### src/rtl/mem_port_arbiter.sv
// -----------------------------------------------------------------------------
// mem_port_arbiter
//   Shares RAM port B between the CPU data path (requester C) and a peripheral
//   master (requester P). Exactly one access is in flight at a time:
//     write : IDLE -> GNT_x -> IDLE            (2 cycles)
//     read  : IDLE -> GNT_x -> RD_x -> IDLE    (3 cycles)
//   Arbitration on contention is round-robin (PER_PRIORITY=0) or P-first with
//   a starvation guard that forces a C win after STARVE_LIMIT straight losses.
//
// Ports
//   clk, reset                        clock, asynchronous active-high reset
//   cpu_req/we/addr/wdata             C request, held until cpu_gnt
//   cpu_gnt, cpu_rvalid, cpu_rdata    C grant pulse, read-valid pulse, data
//   per_req/we/addr/wdata             P request, same rules as C
//   per_gnt, per_rvalid, per_rdata    P grant pulse, read-valid pulse, data
//   mem_addr_b, mem_data_b, wren_b    RAM port B address / write data / we
//   mem_q_b                           RAM port B read data (1-cycle latency)
//   busy                              high whenever the arbiter is not IDLE
// -----------------------------------------------------------------------------
module mem_port_arbiter #(
  parameter int ADDR_W       = 16,
  parameter int DATA_W       = 16,
  parameter int PER_PRIORITY = 0,
  parameter int STARVE_LIMIT = 4
) (
  input  logic              clk,
  input  logic              reset,
  input  logic              cpu_req,
  input  logic              cpu_we,
  input  logic [ADDR_W-1:0] cpu_addr,
  input  logic [DATA_W-1:0] cpu_wdata,
  output logic              cpu_gnt,
  output logic              cpu_rvalid,
  output logic [DATA_W-1:0] cpu_rdata,
  input  logic              per_req,
  input  logic              per_we,
  input  logic [ADDR_W-1:0] per_addr,
  input  logic [DATA_W-1:0] per_wdata,
  output logic              per_gnt,
  output logic              per_rvalid,
  output logic [DATA_W-1:0] per_rdata,
  output logic [ADDR_W-1:0] mem_addr_b,
  output logic [DATA_W-1:0] mem_data_b,
  output logic              wren_b,
  input  logic [DATA_W-1:0] mem_q_b,
  output logic              busy
);

  typedef enum logic [2:0] {
    IDLE  = 3'd0,
    GNT_C = 3'd1,
    GNT_P = 3'd2,
    RD_C  = 3'd3,
    RD_P  = 3'd4
  } state_t;

  localparam logic [3:0] STARVE_MAX = 4'd15;
  localparam logic [3:0] STARVE_LIM = 4'(STARVE_LIMIT);

  state_t     state, state_nxt;
  logic       last_p, last_p_nxt;       // 1: P won the most recent grant
  logic [3:0] starve_cnt, starve_nxt;   // consecutive contended losses by C
  logic       grant_c;

  // NOTE: state registers use non-blocking assignments so every flop samples
  // the pre-edge value of every other flop, regardless of block ordering.
  always_ff @(posedge clk or posedge reset) begin
    if (reset) begin
      state      <= IDLE;
      last_p     <= 1'b1;   // first contention after reset goes to C
      starve_cnt <= 4'd0;
    end else begin
      state      <= state_nxt;
      last_p     <= last_p_nxt;
      starve_cnt <= starve_nxt;
    end
  end

  // NOTE: every variable written here gets a default first, so no path through
  // the case statement can leave one unassigned and infer a latch.
  always_comb begin
    state_nxt  = state;
    last_p_nxt = last_p;
    starve_nxt = starve_cnt;
    grant_c    = 1'b0;
    cpu_gnt    = 1'b0;
    cpu_rvalid = 1'b0;
    per_gnt    = 1'b0;
    per_rvalid = 1'b0;
    wren_b     = 1'b0;
    mem_addr_b = '0;
    mem_data_b = '0;

    case (state)
      IDLE: begin
        if (cpu_req && per_req) begin
          if (PER_PRIORITY == 0) begin
            grant_c = last_p;                 // alternate on contention
          end else if (starve_cnt >= STARVE_LIM) begin
            grant_c = 1'b1;                   // starvation guard overrides P
          end else begin
            grant_c = 1'b0;
            if (starve_cnt != STARVE_MAX) starve_nxt = starve_cnt + 4'd1;
          end
          state_nxt = grant_c ? GNT_C : GNT_P;
        end else if (cpu_req) begin
          state_nxt = GNT_C;
        end else if (per_req) begin
          state_nxt = GNT_P;
        end

        // Winner bookkeeping; an uncontended P grant leaves starve_cnt alone.
        if (state_nxt == GNT_C) begin
          last_p_nxt = 1'b0;
          starve_nxt = 4'd0;
        end else if (state_nxt == GNT_P) begin
          last_p_nxt = 1'b1;
        end
      end

      GNT_C: begin
        cpu_gnt    = 1'b1;
        mem_addr_b = cpu_addr;
        mem_data_b = cpu_wdata;
        wren_b     = cpu_we;
        state_nxt  = cpu_we ? IDLE : RD_C;
      end

      GNT_P: begin
        per_gnt    = 1'b1;
        mem_addr_b = per_addr;
        mem_data_b = per_wdata;
        wren_b     = per_we;
        state_nxt  = per_we ? IDLE : RD_P;
      end

      RD_C: begin
        cpu_rvalid = 1'b1;
        state_nxt  = IDLE;
      end

      RD_P: begin
        per_rvalid = 1'b1;
        state_nxt  = IDLE;
      end

      default: state_nxt = IDLE;
    endcase
  end

  assign busy = (state != IDLE);

  // Read data is a plain passthrough; the rvalid pulse says who owns it.
  assign cpu_rdata = mem_q_b;
  assign per_rdata = mem_q_b;

endmodule

### config.mk
export PLATFORM = sky130hd
export DESIGN_NAME = mem_port_arbiter
export DESIGN_NICKNAME = d
export VERILOG_FILES = /design/src/rtl/mem_port_arbiter.sv
export SDC_FILE = /design/constraint.sdc
export NUM_CORES = 1
export LEC_CHECK = 0
export CAP_MARGIN = 25
export CELL_PAD_IN_SITES_DETAIL_PLACEMENT = 0
export CELL_PAD_IN_SITES_GLOBAL_PLACEMENT = 1
export CORE_MARGIN = 2
export CORE_UTILIZATION = 10
export CTS_BUF_LIST = sky130_fd_sc_hd__clkbuf_8
export CTS_CLUSTER_SIZE = 14
export DETAILED_ROUTE_END_ITERATION = 6
export PLACE_DENSITY_LB_ADDON = 0.1
export SLEW_MARGIN = 20
export SYNTH_ARGS = -nofsm -noshare
export SYNTH_HDL_FRONTEND = slang
export SYNTH_SLANG_ARGS = --single-unit
### constraint.sdc
create_clock -name clk -period 1.3 [get_ports clk]
set_input_delay 0.26 -clock clk [delete_from_list [all_inputs] [get_ports clk]]
set_output_delay 0.26 -clock clk [all_outputs]
set_load 0.01 [all_outputs]
==> results.ini <==
[logic_synthesis]
syn-instance-count = 94
synth-seq-area-share_pct = 12.1
synth.largest_area_cell = buf_4
synthAdderAreaFrac_pct = 0
synth_enable_flop_cells = 0
synth_top_cells_by_area = buf_4, a22o_1, a22o_2, dfrtp_1, buf_6
ys_seq_elements = 4
synthArstFlopShare_pct = 100
most_common_cell_in_the_netlist = buf_4
synth_compound_area_share_pct = 38.7
synthesis.area_um2 = 840
synth_largest_type_area_fraction_pct = 28.6
top_post_synthesis_cells_by_count = buf_4, a22o_1, a22o_2
xor_xnor_fraction_of_synth_area_pct = 0
post_synth_cell_types = 19
synth_simple_gate_area_share_pct = 10.6
postSynthAreaPerCell_um2 = 8.93
synth_ff_type = dfrtp_1
synth_fp_nets = 180
synth_top_family_by_area = compound AO/OA/AOI/OAI gates
portion_of_netlist_area_occupied_by_mux_cells_pct = 0
ys.warnings.count = 0

[setup_path]
r2r_start = state[0]
cp_num_buf_inv = 4
cp-end-kind = primary output
path_common_cell = buf_6
critPathLaunch = state[0]
cp_slowest_stage_delay_ns = 0.39
setup.worst_path.end = mem_data_b[5]
r2r_setup_slack_ns = -0.04
number_of_gates_on_the_worst_path_with_buffers_counted = 6
critPathArrivalTime_ns = 1.49
timing.reg2reg.worst_path_depth = 6
worstPathRequired_ns = 1.04
worstSetupPathType = reg2out
timing.rr.end = state[2]
worst-path-max-fanout = 7
critPathSlowestCell = dfrtp_1
critical_path.startpoint_type = register
crit_path_cell_trace = buf_6, nor3b_4, buf_6, buf_12, a22o_1, buf_2
timing.critical_path.max_delay_family = buffers and inverters

[cts]
htree_levels = 1
cts_hold_repair.buffers = 0
clkLatencyLatePin_ns = 0.22
clock_tree_from_tritoncts = built
max-clock-path-buffers = 2
cts.clk_slew.worst_paths_ns = 0.03
cts_root_buf = clkbuf_8
num_cts_buffers = 3
tritoncts_sink_count = 4

[placed_design]
hpwl_um = 3290
gp_congestion = 0.614
placement.setup.worst_slack_ns = -0.585
place.port_buffers = 107
detailed_place.area_um2 = 1830

[final_layout]
num-fill-cells = 880
nets = 279
insertedDiodeCount = 0
drive_gt1_share_pct = 44.8
area.growth.synth_to_final_pct = 147
layout.cell_area.non_filler_um2 = 2070

[drt]
dr_total_vias = 1087
detail-route-antenna-nets = 0
drt_iter0_drc = 25
detail_route.wirelength_um = 4600
routedWlPerCell_um = 15.5
drc = 0
via_per_inst = 3.66
detail_route.first_pass.iterations = 4

[floorplanning]
starting_density_of_the_core_pct = 10.3
die_h_um = 95.6
chipWidth_um = 95.6
floorplan.die_area_um2 = 9140
placement_rows = 33
top_level_ports = 156
placeableCoreArea_um2 = 8180

[timing]
period_share_pct = 135
grt_setup_unrepaired = true
setup_viol = 39
fmaxAchievable_mhz = 572
slew_headroom_pct = 88.0
period_needed_ns = 1.75
layout_setup_ws_ns = -0.449
worst_pin_slew_ns = 0.179
worst_clock_skew_ns = 0.00383
timing.hold.ws_ns = 0.237
drv_slew = 0
fin_setup_tns_ns = -15.21
final-hold-violation-count = 0

[status]
outcome = finished, violations left
violations = negative setup slack

[run]
max-cap-violations = 0

[pwr]
p_per_area_nw_per_um2 = 1920
static-leakage-power_nw = 0.931
post-layout-total-power_mw = 3.98
peakVddDrop_mv = 0.701

[global_route]
grt_remaining_overflow = 0
grt_pass1_vias = 1087
antenna_found_initial = 0
grt_first_pass_wirelength_um = 6050
grtUsageTotal_pct = 8.70
grt_start_max_net_pins = 14

[hold_path]
timing.hold.worst.class = in2async

## what timing repair did
item / in CTS / in global routing
pin swaps: 8 / 8
buffers inserted: 12 / 4
gates resized for setup: 186 / 12
setup endpoints to repair: 39 / 40
endpoints found under the hold margin: 0 / 0
cloned: 4 / 1
## cell type report
| cell class | instances | area (µm²) | share of cell area, % |
|---|---|---|---|
| Clock inverter | 1 | 3.75 | 0.181 |
| Timing Repair Buffer | 133 | 1280 | 61.9 |
| Tap cell | 105 | 131 | 6.34 |
| Sequential cell | 4 | 103 | 4.95 |
| Multi-Input combinational cell | 48 | 498 | 24.0 |
| Inverter | 3 | 13.8 | 0.664 |
| Clock buffer | 3 | 41.3 | 1.99 |
## worst min path at each step
stage / startpoint / to / slack, ns / depth (start not counted)
2_1_floorplan: reset / state[0] / 0.03 / 1
3_3_place_gp: reset / state[1] / 0.47 / 2
3_5_place_dp: reset / state[1] / 0.48 / 2
4_1_cts: reset / state[0] / 0.25 / 2
5_1_grt: reset / state[0] / 0.27 / 2
6_report: reset / state[0] / 0.24 / 2
## registers in the layout, summed over array words and instances, names as in the netlist
register / count
last_p: 1
state: 3
## metrics by stage
stage	std cells	util, %
global placement	277	22.4
detailed placement	277	22.4
CTS	295	25.1
floorplan	94	-
global route	297	25.4
finish	297	25.4
## placed cells by master (no fill, tap or decap)
master           Yosys  final
clkdlybuf4s50_1      0     69
buf_2                1     24
a22o_1              23     23
buf_6                6     22
buf_4               32     11
a22o_4               0      7
a22o_2              10      3
inv_1                2      3
a31oi_1              3      3
clkbuf_8             0      3
buf_12               0      3
nor3b_4              1      2
nor3_4               1      2
nor3_1               3      2
buf_16               0      2
dfrtp_1              3      2
inv_4                0      1
nand2_1              1      1
nor2b_1              1      1
nand2b_1             1      1
and2b_1              1      1
nor3b_2              0      1
a21oi_2              0      1
dfstp_2              1      1
clkdlybuf4s15_2      0      1
buf_8                0      1
dfrtp_2              0      1
## layer usage
| metal | track usage, % | vias to the layer above | wire length (µm) |
|---|---|---|---|
| met5 | 0 | - | 0 |
| met1 | 9.12 | 512 | 1550 |
| met2 | 16.9 | 52 | 2570 |
| met4 | 1.07 | 0 | 19 |
| met3 | 3.08 | 4 | 461 |
| li1 | - | 519 | - |
## cell families after synthesis
logic type / count (synthesis)
buffers and inverters: 42
AOI/OAI and AO/OA: 37
and+or+nand+nor: 11
DFF: 4
## power by group
group	internal [mW]	total [mW]	leakage, nW	switching [mW]
Sequential	0.191	0.256	0.0483	0.0648
Combinational	2.04	3.46	0.856	1.42
Clock	0.201	0.267	0.0269	0.0658
Total	2.44	3.98	0.931	1.55
Power figures use the tool's default switching activity.
